--- config.mk ---
export PLATFORM = sky130hd
export DESIGN_NAME = sram_access_arbiter_flat
export DESIGN_NICKNAME = d
export VERILOG_FILES = /design/src/rtl/sram_access_arbiter_pkg.sv /design/src/rtl/sram_access_arbiter_if.sv /design/src/rtl/sram_rr_arbiter.sv /design/src/rtl/sram_access_arbiter.sv /design/src/flat_wrapper.sv
export SDC_FILE = /design/constraint.sdc
export NUM_CORES = 1
export LEC_CHECK = 0
export ABC_AREA = 1
export CORE_MARGIN = 4
export CORE_UTILIZATION = 38
export DETAILED_ROUTE_END_ITERATION = 8
export PLACE_DENSITY = 0.76
export SETUP_SLACK_MARGIN = 0.05
export SLEW_MARGIN = 20
export SYNTH_ARGS = -nofsm -noshare
export SYNTH_HDL_FRONTEND = slang
export SYNTH_SLANG_ARGS = --single-unit
--- constraint.sdc ---
create_clock -name clk -period 1.7 [get_ports clk]
set_clock_uncertainty 0.1 [all_clocks]
set_input_delay 0.34 -clock clk [delete_from_list [all_inputs] [get_ports clk]]
set_output_delay 0.34 -clock clk [all_outputs]
set_load 0.03 [all_outputs]
--- src/rtl/sram_access_arbiter_pkg.sv ---
// Shared types and defaults for the capture SRAM sequencer.
// Imported by the arbiter, the port interface and the top.
package sram_ctrl_pkg;

  localparam int ADDR_W_DEF     = 11;
  localparam int DATA_W_DEF     = 8;
  localparam int STROBE_CYC_DEF = 2;

  localparam int G_RD = 0;
  localparam int G_WR = 1;

  typedef enum logic [1:0] {
    IDLE,
    SETUP,
    STROBE,
    HOLD
  } state_t;

  typedef enum logic {
    OP_READ,
    OP_WRITE
  } op_t;

endpackage

--- src/rtl/sram_access_arbiter_if.sv ---
// Requester handshakes plus the SRAM pin bundle.
// master = sequencer side, slave = requesters and SRAM.
interface sram_access_arbiter_if
  import sram_ctrl_pkg::*;
#(
  parameter int ADDR_W = ADDR_W_DEF,
  parameter int DATA_W = DATA_W_DEF
);

  logic              wr_req;
  logic [ADDR_W-1:0] wr_addr;
  logic [DATA_W-1:0] wr_data;
  logic              wr_done;

  logic              rd_req;
  logic [ADDR_W-1:0] rd_addr;
  logic [DATA_W-1:0] rd_data;
  logic              rd_valid;

  logic              busy;

  logic [ADDR_W-1:0] mem_addr;
  logic [DATA_W-1:0] mem_data_out;
  logic              mem_drive;
  logic [DATA_W-1:0] mem_data_in;
  logic              mem_active;
  logic              mem_rw;
  logic              mem_oe_n;

  modport master (
    input  wr_req,
    input  wr_addr,
    input  wr_data,
    output wr_done,
    input  rd_req,
    input  rd_addr,
    output rd_data,
    output rd_valid,
    output busy,
    output mem_addr,
    output mem_data_out,
    output mem_drive,
    input  mem_data_in,
    output mem_active,
    output mem_rw,
    output mem_oe_n
  );

  modport slave (
    output wr_req,
    output wr_addr,
    output wr_data,
    input  wr_done,
    output rd_req,
    output rd_addr,
    input  rd_data,
    input  rd_valid,
    input  busy,
    input  mem_addr,
    input  mem_data_out,
    input  mem_drive,
    output mem_data_in,
    input  mem_active,
    input  mem_rw,
    input  mem_oe_n
  );

endinterface

--- src/rtl/sram_rr_arbiter.sv ---
// Two-way round-robin between writer and reader.
// last remembers the op type of the previous grant.
module sram_rr_arbiter
  import sram_ctrl_pkg::*;
(
  input  logic       clk,
  input  logic       reset,
  input  logic       wr_req,
  input  logic       rd_req,
  input  logic       arb_en,
  output logic [1:0] grant
);

  op_t last;

  always_comb begin
    grant = '0;
    unique case (1'b1)
      wr_req && rd_req: begin
        if (last == OP_READ) grant[G_WR] = 1'b1;
        else                 grant[G_RD] = 1'b1;
      end
      wr_req && !rd_req: grant[G_WR] = 1'b1;
      rd_req && !wr_req: grant[G_RD] = 1'b1;
      default: grant = '0;
    endcase
    if (!arb_en) grant = '0;
  end

  always_ff @(posedge clk) begin
    if (reset) begin
      last <= OP_READ;
    end else if (grant[G_WR]) begin
      last <= OP_WRITE;
    end else if (grant[G_RD]) begin
      last <= OP_READ;
    end
  end

endmodule

--- src/rtl/sram_access_arbiter.sv ---
// Capture SRAM sequencer: setup/strobe/hold access cycles
// with round-robin sharing between writer and reader.
module sram_access_arbiter
  import sram_ctrl_pkg::*;
#(
  parameter int ADDR_W     = ADDR_W_DEF,
  parameter int DATA_W     = DATA_W_DEF,
  parameter int STROBE_CYC = STROBE_CYC_DEF
) (
  input logic clk,
  input logic reset,
  sram_access_arbiter_if.master bus
);

  localparam int CW = $clog2(STROBE_CYC + 1);
  localparam logic [CW-1:0] CNT_LAST =
    CW'(STROBE_CYC - 1);

  state_t        state;
  state_t        state_nxt;
  op_t           op;
  op_t           op_nxt;
  logic [CW-1:0] cnt;
  logic [CW-1:0] cnt_nxt;
  logic [1:0]    grant;
  logic          arb_en;
  logic          capture;

  assign arb_en = (state == IDLE);

  sram_rr_arbiter u_arb (
    .clk    (clk),
    .reset  (reset),
    .wr_req (bus.wr_req),
    .rd_req (bus.rd_req),
    .arb_en (arb_en),
    .grant  (grant)
  );

  always_comb begin
    state_nxt = state;
    op_nxt    = op;
    cnt_nxt   = cnt;
    capture   = 1'b0;
    unique case (state)
      IDLE: begin
        if (grant[G_WR]) begin
          op_nxt    = OP_WRITE;
          state_nxt = SETUP;
        end else if (grant[G_RD]) begin
          op_nxt    = OP_READ;
          state_nxt = SETUP;
        end
      end
      SETUP: begin
        cnt_nxt   = '0;
        state_nxt = STROBE;
      end
      STROBE: begin
        if (cnt == CNT_LAST) begin
          state_nxt = HOLD;
          capture   = (op == OP_READ);
        end else begin
          cnt_nxt = cnt + 1'b1;
        end
      end
      HOLD: begin
        state_nxt = IDLE;
      end
      default: begin
        state_nxt = IDLE;
      end
    endcase
  end

  // Pin outputs are decoded from the next state so they stay registered.
  always_ff @(posedge clk) begin
    if (reset) begin
      state            <= IDLE;
      op               <= OP_READ;
      cnt              <= '0;
      bus.mem_addr     <= '0;
      bus.mem_data_out <= '0;
      bus.mem_drive    <= 1'b0;
      bus.mem_active   <= 1'b0;
      bus.mem_rw       <= 1'b1;
      bus.mem_oe_n     <= 1'b1;
      bus.wr_done      <= 1'b0;
      bus.rd_valid     <= 1'b0;
      bus.rd_data      <= '0;
      bus.busy         <= 1'b0;
    end else begin
      state <= state_nxt;
      op    <= op_nxt;
      cnt   <= cnt_nxt;
      if (grant[G_WR]) begin
        bus.mem_addr     <= bus.wr_addr;
        bus.mem_data_out <= bus.wr_data;
      end else if (grant[G_RD]) begin
        bus.mem_addr <= bus.rd_addr;
      end
      bus.mem_active <= (state_nxt != IDLE);
      bus.busy       <= (state_nxt != IDLE);
      bus.mem_drive  <= (state_nxt != IDLE) &&
                        (op_nxt == OP_WRITE);
      bus.mem_rw     <= !((state_nxt == STROBE) &&
                          (op_nxt == OP_WRITE));
      bus.mem_oe_n   <= !((op_nxt == OP_READ) &&
                          ((state_nxt == SETUP) ||
                           (state_nxt == STROBE)));
      bus.wr_done    <= (state_nxt == HOLD) &&
                        (op_nxt == OP_WRITE);
      bus.rd_valid   <= (state_nxt == HOLD) &&
                        (op_nxt == OP_READ);
      if (capture) bus.rd_data <= bus.mem_data_in;
    end
  end

endmodule

--- src/flat_wrapper.sv ---
// flat-port wrapper written by rule: the top's interface ports become plain ports
module sram_access_arbiter_flat import sram_ctrl_pkg::*;
#(
  parameter int ADDR_W     = ADDR_W_DEF,
  parameter int DATA_W     = DATA_W_DEF,
  parameter int STROBE_CYC = STROBE_CYC_DEF
)
  (clk, reset, bus_wr_req, bus_wr_addr, bus_wr_data, bus_wr_done, bus_rd_req, bus_rd_addr, bus_rd_data, bus_rd_valid, bus_busy, bus_mem_addr, bus_mem_data_out, bus_mem_drive, bus_mem_data_in, bus_mem_active, bus_mem_rw, bus_mem_oe_n);
  sram_access_arbiter_if #(.ADDR_W(ADDR_W), .DATA_W(DATA_W)) bus_i ();
  input logic clk;
  input logic reset;
  input wire logic [$bits(bus_i.wr_req)-1:0] bus_wr_req;
  input wire logic [$bits(bus_i.wr_addr)-1:0] bus_wr_addr;
  input wire logic [$bits(bus_i.wr_data)-1:0] bus_wr_data;
  output wire logic [$bits(bus_i.wr_done)-1:0] bus_wr_done;
  input wire logic [$bits(bus_i.rd_req)-1:0] bus_rd_req;
  input wire logic [$bits(bus_i.rd_addr)-1:0] bus_rd_addr;
  output wire logic [$bits(bus_i.rd_data)-1:0] bus_rd_data;
  output wire logic [$bits(bus_i.rd_valid)-1:0] bus_rd_valid;
  output wire logic [$bits(bus_i.busy)-1:0] bus_busy;
  output wire logic [$bits(bus_i.mem_addr)-1:0] bus_mem_addr;
  output wire logic [$bits(bus_i.mem_data_out)-1:0] bus_mem_data_out;
  output wire logic [$bits(bus_i.mem_drive)-1:0] bus_mem_drive;
  input wire logic [$bits(bus_i.mem_data_in)-1:0] bus_mem_data_in;
  output wire logic [$bits(bus_i.mem_active)-1:0] bus_mem_active;
  output wire logic [$bits(bus_i.mem_rw)-1:0] bus_mem_rw;
  output wire logic [$bits(bus_i.mem_oe_n)-1:0] bus_mem_oe_n;
  assign bus_i.wr_req = bus_wr_req;
  assign bus_i.wr_addr = bus_wr_addr;
  assign bus_i.wr_data = bus_wr_data;
  assign bus_wr_done = bus_i.wr_done;
  assign bus_i.rd_req = bus_rd_req;
  assign bus_i.rd_addr = bus_rd_addr;
  assign bus_rd_data = bus_i.rd_data;
  assign bus_rd_valid = bus_i.rd_valid;
  assign bus_busy = bus_i.busy;
  assign bus_mem_addr = bus_i.mem_addr;
  assign bus_mem_data_out = bus_i.mem_data_out;
  assign bus_mem_drive = bus_i.mem_drive;
  assign bus_i.mem_data_in = bus_mem_data_in;
  assign bus_mem_active = bus_i.mem_active;
  assign bus_mem_rw = bus_i.mem_rw;
  assign bus_mem_oe_n = bus_i.mem_oe_n;
  sram_access_arbiter #(.ADDR_W(ADDR_W), .DATA_W(DATA_W), .STROBE_CYC(STROBE_CYC)) u_core (.clk(clk), .reset(reset), .bus(bus_i));
endmodule
# [Word-level counts from Yosys, hierarchy flattened]
# Index checks and enable logic that the tools add are counted.
[op_classes] n_lt_le_gt_ge=0 shifts=0 reduce_logical=18 div=0 n_addsub=1 muxes=20 multipliers=0 n_bitwise=2 eq_ne=8
[op_table] cell="$mux 11" n=2
[op_table] cell="$mux 2" n=5
[op_table] cell="$mux 1" n=9
[op_table] cell="$eq 2x2->1 const B" n=4
[op_table] cell="$logic_and 1x1->1" n=8
[op_table] cell="$pmux 2 s4" n=1
[op_table] cell="$eq 2x1->1 const B" n=3
[op_table] cell="$reduce_bool 2->1" n=3
[op_table] cell="$logic_not 1->1" n=4
[op_table] cell="$pmux 1 s2" n=2
[op_table] cell="$pmux 2 s2" n=1
[op_table] cell="$add 2x1->2 const B" n=1
[op_table] cell="$logic_not 2->1" n=1
[op_table] cell="$ne 2x2->1 const B" n=1
[op_table] cell="$not 1->1" n=2
[op_table] cell="$reduce_and 2->1" n=1
[op_table] cell="$logic_or 1x1->1" n=1
[totals] latchBits=0 mem_bits_ro=0 ram_bits=0 memories=0 inputBits=42 regBits=39

# [Logic depth before layout (Yosys ltp)]
# Gate-level depths: netlist (run 1).
[logic_depth] word_depth=11 ltp_mapped=9

# [Cells and area by module]
# A second synthesis (run 1) with hierarchy kept.
[unflattened] hier_cells=239 hier_area_um2=1726.7
[by_module_without_submodules] module="sram_access_arbiter" area_each_um2=1660.3 instances=1 cells_each=228 seq_area_each_um2=760.7
[by_module_without_submodules] module="sram_rr_arbiter" area_each_um2=66.3 instances=1 cells_each=11 seq_area_each_um2=20.0

# [Worst setup path before layout (run 1)]
# OpenSTA, ideal clock, no wires.
[synth_path] path_type="register -> register" start="reg u_core.state[0]" end="reg u_core.bus.mem_oe_n" arrival_ns=1.432 setup_time_ns=0.117 synth_period_minus_slack_ns=1.649 slack_ns=0.051 required_time_ns=1.483 n_path_buf=0 path_stages_with_launch=9 path_cell_list="dfxtp_1 inv_1 ha_1 nand2_2 nand4_1 o21ai_0 ha_1 nor2_1 nand2_1"
[synth_between] elab_chain_cells=9 word_cells_on_any_way=18
[synth_rtl] item="start: declaration" line_no="sram_access_arbiter.sv:19" rtl="state_t state;"
[synth_rtl] item="start signal: assignment" line_no="sram_access_arbiter.sv:93" rtl="state <= state_nxt;"
[synth_rtl] item="$logic_not 2->1" line_no="sram_access_arbiter.sv:29, sram_access_arbiter.sv:45"
[synth_rtl] item="$mux 2" line_no="sram_rr_arbiter.sv:27" rtl="if (!arb_en) grant = '0;"
[synth_rtl] item="$mux 2" line_no="sram_access_arbiter.sv:50" rtl="end else if (grant[G_RD]) begin"
[synth_rtl] item="$mux 2" line_no="sram_access_arbiter.sv:47" rtl="if (grant[G_WR]) begin"
[synth_rtl] item="$pmux 2 s4" line_no="sram_access_arbiter.sv:45" rtl="unique case (state)"
[synth_rtl] item="$eq 2x1->1 / $eq 2x2->1 (equally long branches)" line_no="sram_access_arbiter.sv:109, sram_access_arbiter.sv:110"
[synth_rtl] item="$logic_or 1x1->1" line_no="sram_access_arbiter.sv:109" rtl="((state_nxt == SETUP) ||"
[synth_rtl] item="$logic_and 1x1->1 (*)" line_no="sram_access_arbiter.sv:108" rtl="bus.mem_oe_n <= !((op_nxt == OP_READ) &&"
[synth_rtl] item="$logic_not 1->1 (*)" line_no="sram_access_arbiter.sv:108"
[synth_rtl] item="end signal: assignment" line_no="sram_access_arbiter.sv:108"
[synth_rtl] item="end: declaration" line_no="sram_access_arbiter_if.sv:46" rtl="output mem_oe_n"
# Mark *: on every way between the ends. The rest lies on a longest branch, timed or not.
# A chain may end at the register's enable or synchronous reset.

# [Worst setup path in the final report (run 1)]
[layout_path] start="reg u_core.state[0]" end="reg u_core.bus.mem_drive"
[layout_between] elab_chain_cells=7 word_cells_on_any_way=14
[layout_rtl] item="$logic_not 2->1" line_no="sram_access_arbiter.sv:29, sram_access_arbiter.sv:45"
[layout_rtl] item="$mux 2" line_no="sram_rr_arbiter.sv:27"
[layout_rtl] item="$mux 2" line_no="sram_access_arbiter.sv:50"
[layout_rtl] item="$mux 2" line_no="sram_access_arbiter.sv:47"
[layout_rtl] item="$pmux 2 s4" line_no="sram_access_arbiter.sv:45"
[layout_rtl] item="$reduce_bool 2->1" line_no="sram_access_arbiter.sv:104" rtl="bus.mem_drive <= (state_nxt != IDLE) &&"
[layout_rtl] item="$logic_and 1x1->1 (*)" line_no="sram_access_arbiter.sv:104"
[layout_rtl] item="end signal: assignment" line_no="sram_access_arbiter.sv:104"
[layout_rtl] item="end: declaration" line_no="sram_access_arbiter_if.sv:42" rtl="output mem_drive,"
# Marks and branches as above.

==> results of run 1 <==
==> state kept, by name (all words and copies together), names as in the netlist <==
name,count
u_core.bus.mem_rw,1
u_core.bus.mem_oe_n,1
u_core.cnt,2
u_core.bus.rd_valid,1
u_core.bus.rd_data,8
u_core.bus.mem_drive,1
u_core.bus.wr_done,1
u_core.state,2
u_core.op,1
u_core.bus.busy,1
u_core.bus.mem_data_out,8
u_core.u_arb.last,1
u_core.bus.mem_addr,11
==> critical path, delay by kind of cell (launching register included) <==
family          cells  cell delay, ns
compound gates      2            0.21
fa+ha+maj           2            0.42
buf+inv             3            0.32
flops               1            0.33
simple gates        1            0.16
==> cell families (layout without fill, tap and decap cells) <==
logic type / Yosys count / after routing / share of synthesized area [%]
AOI/OAI and AO/OA: 34 / 34 / 11.57
adders and majority gates: 7 / 7 / 5.029
buffers and inverters: 28 / 112 / 8.046
DFF: 39 / 39 / 44.83
and+or+nand+nor: 122 / 122 / 30.53
==> synthesized netlist by cell type <==
master	count	area share, %
inv_1	14	3.0
nand3b_1	11	4.7
nand2_1	32	6.9
a21boi_1	11	4.7
inv_2	1	0.22
a21oi_1	3	0.86
buf_2	5	1.4
nand2_2	3	1.1
ha_1	7	5.0
nand3_1	12	3.4
nor2_1	61	13
buf_6	1	0.65
nor3_1	1	0.29
o22ai_1	1	0.36
nand3_2	1	0.57
clkbuf_1	1	0.22
inv_4	1	0.36
nand4_1	1	0.36
o21ai_0	18	5.2
o211ai_1	1	0.43
dfxtp_1	39	45
buf_4	5	2.2
==> worst min path at each step <==
stage               endpoint          start  depth (start not counted)
2_1_floorplan  u_core.cnt[0]  u_core.cnt[0]                          1
3_3_place_gp   u_core.cnt[0]  u_core.cnt[0]                          1
3_5_place_dp   u_core.cnt[0]  u_core.cnt[0]                          1
4_1_cts        u_core.cnt[0]  u_core.cnt[0]                          1
5_1_grt        u_core.cnt[0]  u_core.cnt[0]                          1
6_report       u_core.cnt[0]  u_core.cnt[0]                          1
==> timing repair <==
item	4_1_cts	5_1_grt
hold buffers	0	0
endpoints found under the setup margin	58	34
resized for setup	36	9
setup buffers	0	1
==> cells in the final DEF, fill, tap and decap left out, types with 2 or more instances in the layout <==
cell,instances
nor2_1,61
clkdlybuf4s50_1,41
dfxtp_1,39
dlygate4sd2_1,34
nand2_1,32
o21ai_0,17
inv_1,12
nand3_1,12
nand3b_1,11
a21boi_1,11
buf_4,8
ha_1,5
clkbuf_8,5
buf_12,4
inv_2,3
nand2_2,2
a21oi_1,2
clkbuf_1,2
==> power groups by stage <==
stage	registers (mW)	clock network, mW	logic, mW
floorplan	1.70	0	1.06
global placement	1.31	0	2.30
detailed placement	1.31	0	2.34
CTS	1.28	0.614	2.21
global route	1.31	0.649	2.53
finish	1.28	0.591	2.31
==> per-stage QoR <==
| stage | area [µm²] | util [%] | setup slack [ns] | power [mW] | setup TNS (ns) |
|---|---|---|---|---|---|
| final | 2703 | 61.64 | 0.09277 | 4.181 | 0 |
| after global routing | 2703 | 61.64 | 0.02183 | 4.486 | 0 |
| after CTS | 2661 | 60.70 | 0.03120 | 4.111 | 0 |
| after detailed placement | 2620 | 59.76 | -0.2459 | 3.649 | -2.666 |
| after global placement | 2620 | 59.76 | -0.1794 | 3.605 | -1.738 |
| after floorplan | 1742 | - | 0.05082 | 2.755 | 0 |
==> per-layer routing <==
layer | up-vias | track usage (%) | share of wire, %
li1 | 900 | - | -
met1 | 789 | 17.91 | 44
met4 | 0 | 6.602 | 0.41
met2 | 55 | 26.27 | 49
met5 | - | 0 | 0
met3 | 2 | 4.090 | 7.0
==> cell type report <==
| class | instances | share of cell area (%) |
|---|---|---|
| Timing Repair Buffer | 88 | 31.81 |
| Multi-Input combinational cell | 163 | 31.57 |
| Sequential cell | 39 | 28.89 |
| Clock buffer | 7 | 2.824 |
| Tap cell | 52 | 2.407 |
| Inverter | 16 | 2.315 |
| Clock inverter | 1 | 0.1852 |
==> impl_results.md, run 1 <==
* Root Buffer: clkbuf_8
* Non-filler instance count after layout at 366
* Ys Warns at 0
* Flop pwr share at 30.6%
* Die X at 75.70 µm
* Synthesis-to-layout area growth at 55.17%
* # DRC at 0
* Crit path required time at 1.82 ns
* Gr ovfl total at 0
* Endpoints failing hold at 0
* CTS tree: built
* Ports at 76
* Critical path startpoint: u_core.state[0]
* Inserted Clock Buffers at 5
* Flops & latches, synth at 39
* Worst-path clk slew at 0.07 ns
* Cells after DPL at 357
* Via density at 4.770
* Period utilization at 94.54%
* Hold_ws at 0.3760 ns
* Comb pwr share at 55.3%
* Total GRT Usage at 15.31%
* P_sw at 1.769 mW
* # rows at 24
* PortBufs at 75
* Final net count at 362
* RD Place Congestion at 0.7907
* CP max FO at 4
* Initial antenna violation count at 0
* Reg2reg end: u_core.bus.mem_drive
* Power per standard cell area at 1547 nW/µm²
* Tightest Pin Transition at 0.3369 ns
* Pin count of the biggest net entering global routing at 31
* Final ANT Viol Nets at 0
* Slowest cell on crit path: dfxtp_1
* Critical R2R Launch: u_core.state[0]
* Syn nets at 279
* Clock buffer depth at 2
* Unrepaired setup endpoints after global routing: yes
* Layout cells sized above 1 at 10.19%
* Critical path's largest stage delay at 0.33 ns
* Fillers at 419
* First-pass GRT wire length at 6748 µm
* Worst Setup EP: u_core.bus.mem_drive
* Synth Cell Area at 1742 µm²
* Seq/Total Area, Yosys at 44.83%
* DR iter-0 viols at 62
* 1st-pass router iterations at 4
* DP HPWL at 3227 µm
* Max cap viols at 0
* Worst IR drop on VDD at 0.0009640 V
* H-tree levels at 2
* Post-Route WL at 4407 µm
* Clk_lat worst skew at 0.28 ns
* Mapped Cells at 230
* Die area at 5730 µm²
* Startpoint class of the critical path: flip-flop
* Worst EP arrival at 1.72 ns
* Die height at 75.70 µm
* Routed wire length per instance at 12.04 µm
* Average cell area after synthesis at 7.572 µm²
* Via count at 1,746
* Internal power at 2.413 mW
* R2R depth at 8
* Netlist cell types at 22
* Reg area at 780.7 µm²
* Sw Ratio at 42.30%
* FMAX at 0.6222 GHz
* Antenna cells at 0
* Vias in the first global route at 1,596
* Power share of the clock group at 14.1%
* Leakage power at 1.279 nW
* CP cell instances: inv_2, ha_2, inv_1, a21oi_2, o21ai_2, buf_4, ha_1, nor3_2
* Critical path capture point type: flip-flop
* WS Path Type: flip-flop to flip-flop
* Clock Sinks at 39
* Core region area at 4384 µm²
* Area of the multi-input gates at 853.3 µm²
* Initial Util at 39.73%
* Fin crit period at 1.607 ns
* Worst slew margin at 77.48%
* R2R setup slack at 0.09 ns
* Fin. max-slew vios at 0
* Worst hold-check path type: flip-flop to flip-flop
* Endpoints failing setup at 0
* Outcome: finished clean
Note: power is estimated with default switching activity, not from simulation.
==> run 2: changes to the inputs <==
CORE_UTILIZATION = 45   (was 38)
PLACE_DENSITY = 0.85   (was 0.76)
clock period = 1.9 ns   (was 1.7 ns; I/O delays follow)
==> run 2 against run 1 <==
Compared with the run above:
- global-route usage rose by 2.4 points
- worst setup slack gained 0.0055 ns
- first-iteration DRC count up 31%
- worst hold slack worse by 0.0097 ns
- critical path depth shrank 7
- register-to-register slack improved by 0.12 ns
- design area shrank 0.97%
- final cell count fell by 1.9%
- sequential share of layout area grew 0.28 points
- largest power group unchanged
==> impl_results.md, run 2 (synthesized netlist as in run 1, its figures left out) <==
* Outcome: finished clean
* Crit path required time at 1.42 ns (-0.40 ns)
* Max reg flops at 11 (unchanged)
* Most frequent cells in the layout: clkdlybuf4s50_1 (74), nor2_1 (61), dfxtp_1 (39)
* Power share of the clock group at 14.2% (about the same)
* Die area at 4929 µm² (-14%)
* Worst IR drop on VDD at 0.0008723 V (-9.5%)
* Flop pwr share at 31.1% (+0.5 points)
* Buffers & Inverters on Critical Path at 1 (-2)
* Synthesis-to-layout area growth at 53.66%
* Power per standard cell area at 1389 nW/µm² (-10%)
* DP HPWL at 3204 µm (-0.73%)
* Via count at 1,696 (-2.9%)
* Post-Route WL at 4216 µm (-4.3%)
* Largest regs: u_core.bus.mem_addr (11), u_core.bus.mem_data_out (8), u_core.bus.rd_data (8)
* Non-filler instance count after layout at 359 (-1.9%)
* WS Path Type: flip-flop to output pin
* Worst hold-check path type: flip-flop to flip-flop
* R2R depth at 8 (unchanged)
* Startpoint class of the critical path: flip-flop
* Pin count of the biggest net entering global routing at 31 (unchanged)
* # rows at 22 (-8.3%)
* Endpoints failing hold at 0 (unchanged)
* Worst EP arrival at 1.32 ns (-0.40 ns)
* Unrepaired setup endpoints after global routing: no
* Worst-path clk slew at 0.07 ns (about the same)
* First-pass GRT wire length at 7120 µm (+5.5%)
* P_sw at 1.528 mW (-14%)
* Initial Util at 47.22% (+7.5 points)
* Comb pwr share at 54.7% (-0.6 points)
* Fin crit period at 1.802 ns
* H-tree levels at 2 (unchanged)
* Clock Sinks at 39 (unchanged)
* PortBufs at 75 (unchanged)
* Total design power at 3.718 mW (-11%)
* Period utilization at 94.83%
* R2R setup slack at 0.21 ns (+0.12 ns)
* 1st-pass router iterations at 4 (unchanged)
* Internal power at 2.191 mW (-9.2%)
* PnR worst setup slack at 0.09830 ns (+0.005535 ns)
* CP cell instances: clkdlybuf4s50_1
* Sw Ratio at 41.08% (-1.2 points)
* Total GRT Usage at 17.71% (+2.4 points)
* RD Place Congestion at 0.8217 (+3.9%)
* CP max FO at 2 (-2)
* Most common cell after layout, fill and taps aside: clkdlybuf4s50_1
* CTS tree: built
* Leakage power at 1.150 nW (-10%)
* Post-Layout Inst Area at 2676 µm² (-0.97%)
* Ports at 76 (unchanged)
* CTS Hold Buffers Added at 0 (unchanged)
* Final net count at 359 (-0.83%)
* Hold_ws at 0.3662 ns (-0.009728 ns)
* Endpoints failing setup at 0 (unchanged)
* Layout cells sized above 1 at 7.717% (-2.5 points)
* Fin. max-slew vios at 0 (unchanged)
* Initial antenna violation count at 0 (unchanged)
* Clk_lat worst skew at 0.29 ns (about the same)
* Slowest cell on crit path: clkdlybuf4s50_1
* # DRC at 0 (unchanged)
* FMAX at 0.5550 GHz
* Fin util at 72.56% (+11 points)
* Max cap viols at 0 (unchanged)
* Die X at 70.21 µm (-7.3%)
* Final ANT Viol Nets at 0 (unchanged)
* Placed cell area at 2587 µm² (-1.2%)
* Via density at 4.724 (-0.97%)
* Core region area at 3689 µm² (-16%)
* Cells after DPL at 351 (-1.7%)
* Worst slew margin at 77.33% (-0.15 points)
* Clock buffer depth at 2 (unchanged)
* DR iter-0 viols at 81 (+31%)
* Vias in the first global route at 1,662 (+4.1%)
* Post-route setup TNS at 0 ns (unchanged)
* Critical R2R Launch: u_core.state[0]
* Antenna cells at 0 (unchanged)
* Levels on crit path at 1 (-7)
* Critical path's largest stage delay at 0.68 ns (+0.35 ns)
* Largest reg by FF count: u_core.bus.mem_addr
* Routed wire length per instance at 11.74 µm (-2.5%)
* Critical path capture point type: output pin
* Tightest Pin Transition at 0.3390 ns (+0.002099 ns)
* Gr ovfl total at 0 (unchanged)
* CP top delay family: buffers and inverters
* Fillers at 316 (-25%)
* Critical path startpoint: u_core.bus.mem_addr[2]
* Root Buffer: clkbuf_8
* Pre-CTS setup slack at -0.07696 ns (+0.1689 ns)
* Worst Setup EP: bus_mem_addr[2]
* Inserted Clock Buffers at 5 (unchanged)
* Reg2reg end: u_core.bus.mem_drive
* Die height at 70.21 µm (-7.3%)
==> run 2: changes by cell type in the layout (fill, tap and decap cells not counted), sizes merged <==
cell	delta
dlygate4sd2	-34
clkdlybuf4s50	+33
buf	-3
dlymetal6s2s	+1
==> run 2: final cells by class <==
class | count | area [µm²] | area share [%]
timing repair buffer | 85 | 865.8 | 32.35
sequential | 39 | 780.7 | 29.17
clock inverter | 1 | 5.005 | 0.1870
tap | 48 | 60.06 | 2.244
clock buffer | 7 | 76.32 | 2.852
inverter | 16 | 62.56 | 2.338
multi-input combinational | 163 | 825.8 | 30.86
==> run 2: worst reg2reg max path, delay by kind of cell, from the launching register on <==
family / cells / cell delay, ns
DFF: 1 / 0.32
buffers and inverters: 3 / 0.34
and+or+nand+nor: 1 / 0.17
adders and majority gates: 2 / 0.41
AOI/OAI and AO/OA: 2 / 0.28
==> run 2: timing repair <==
item / CTS / global route
buffers inserted: 0 / 0
endpoints found under the setup margin: 0 / 10
gates resized for setup: 0 / 4
==> run 2: per-layer routing <==
layer / GRT usage, % / vias up / routed length, µm
met1: 21.59 / 742 / 1952
met4: 9.149 / 0 / 81
met5: 0 / - / 0
li1: - / 889 / -
met3: 2.878 / 7 / 227
met2: 29.80 / 58 / 1955
==> run 2: worst min-delay path by stage <==
stage          cells past startpoint           from  slack, ns             to
2_1_floorplan                      1  u_core.cnt[0]       0.33  u_core.cnt[0]
4_1_cts                            1  u_core.cnt[0]       0.37  u_core.cnt[0]
3_5_place_dp                       1  u_core.cnt[0]       0.35  u_core.cnt[0]
6_report                           1  u_core.cnt[0]       0.37  u_core.cnt[0]
3_3_place_gp                       1  u_core.cnt[0]       0.34  u_core.cnt[0]
5_1_grt                            1  u_core.cnt[0]       0.38  u_core.cnt[0]
==> run 2: power by group through the flow <==
stage | Sequential (mW) | Combinational [mW] | Clock [mW]
floorplan | 1.52 | 0.946 | 0
global placement | 1.17 | 1.99 | 0
detailed placement | 1.17 | 2.03 | 0
CTS | 1.16 | 2.03 | 0.540
global route | 1.18 | 2.24 | 0.576
finish | 1.16 | 2.03 | 0.528
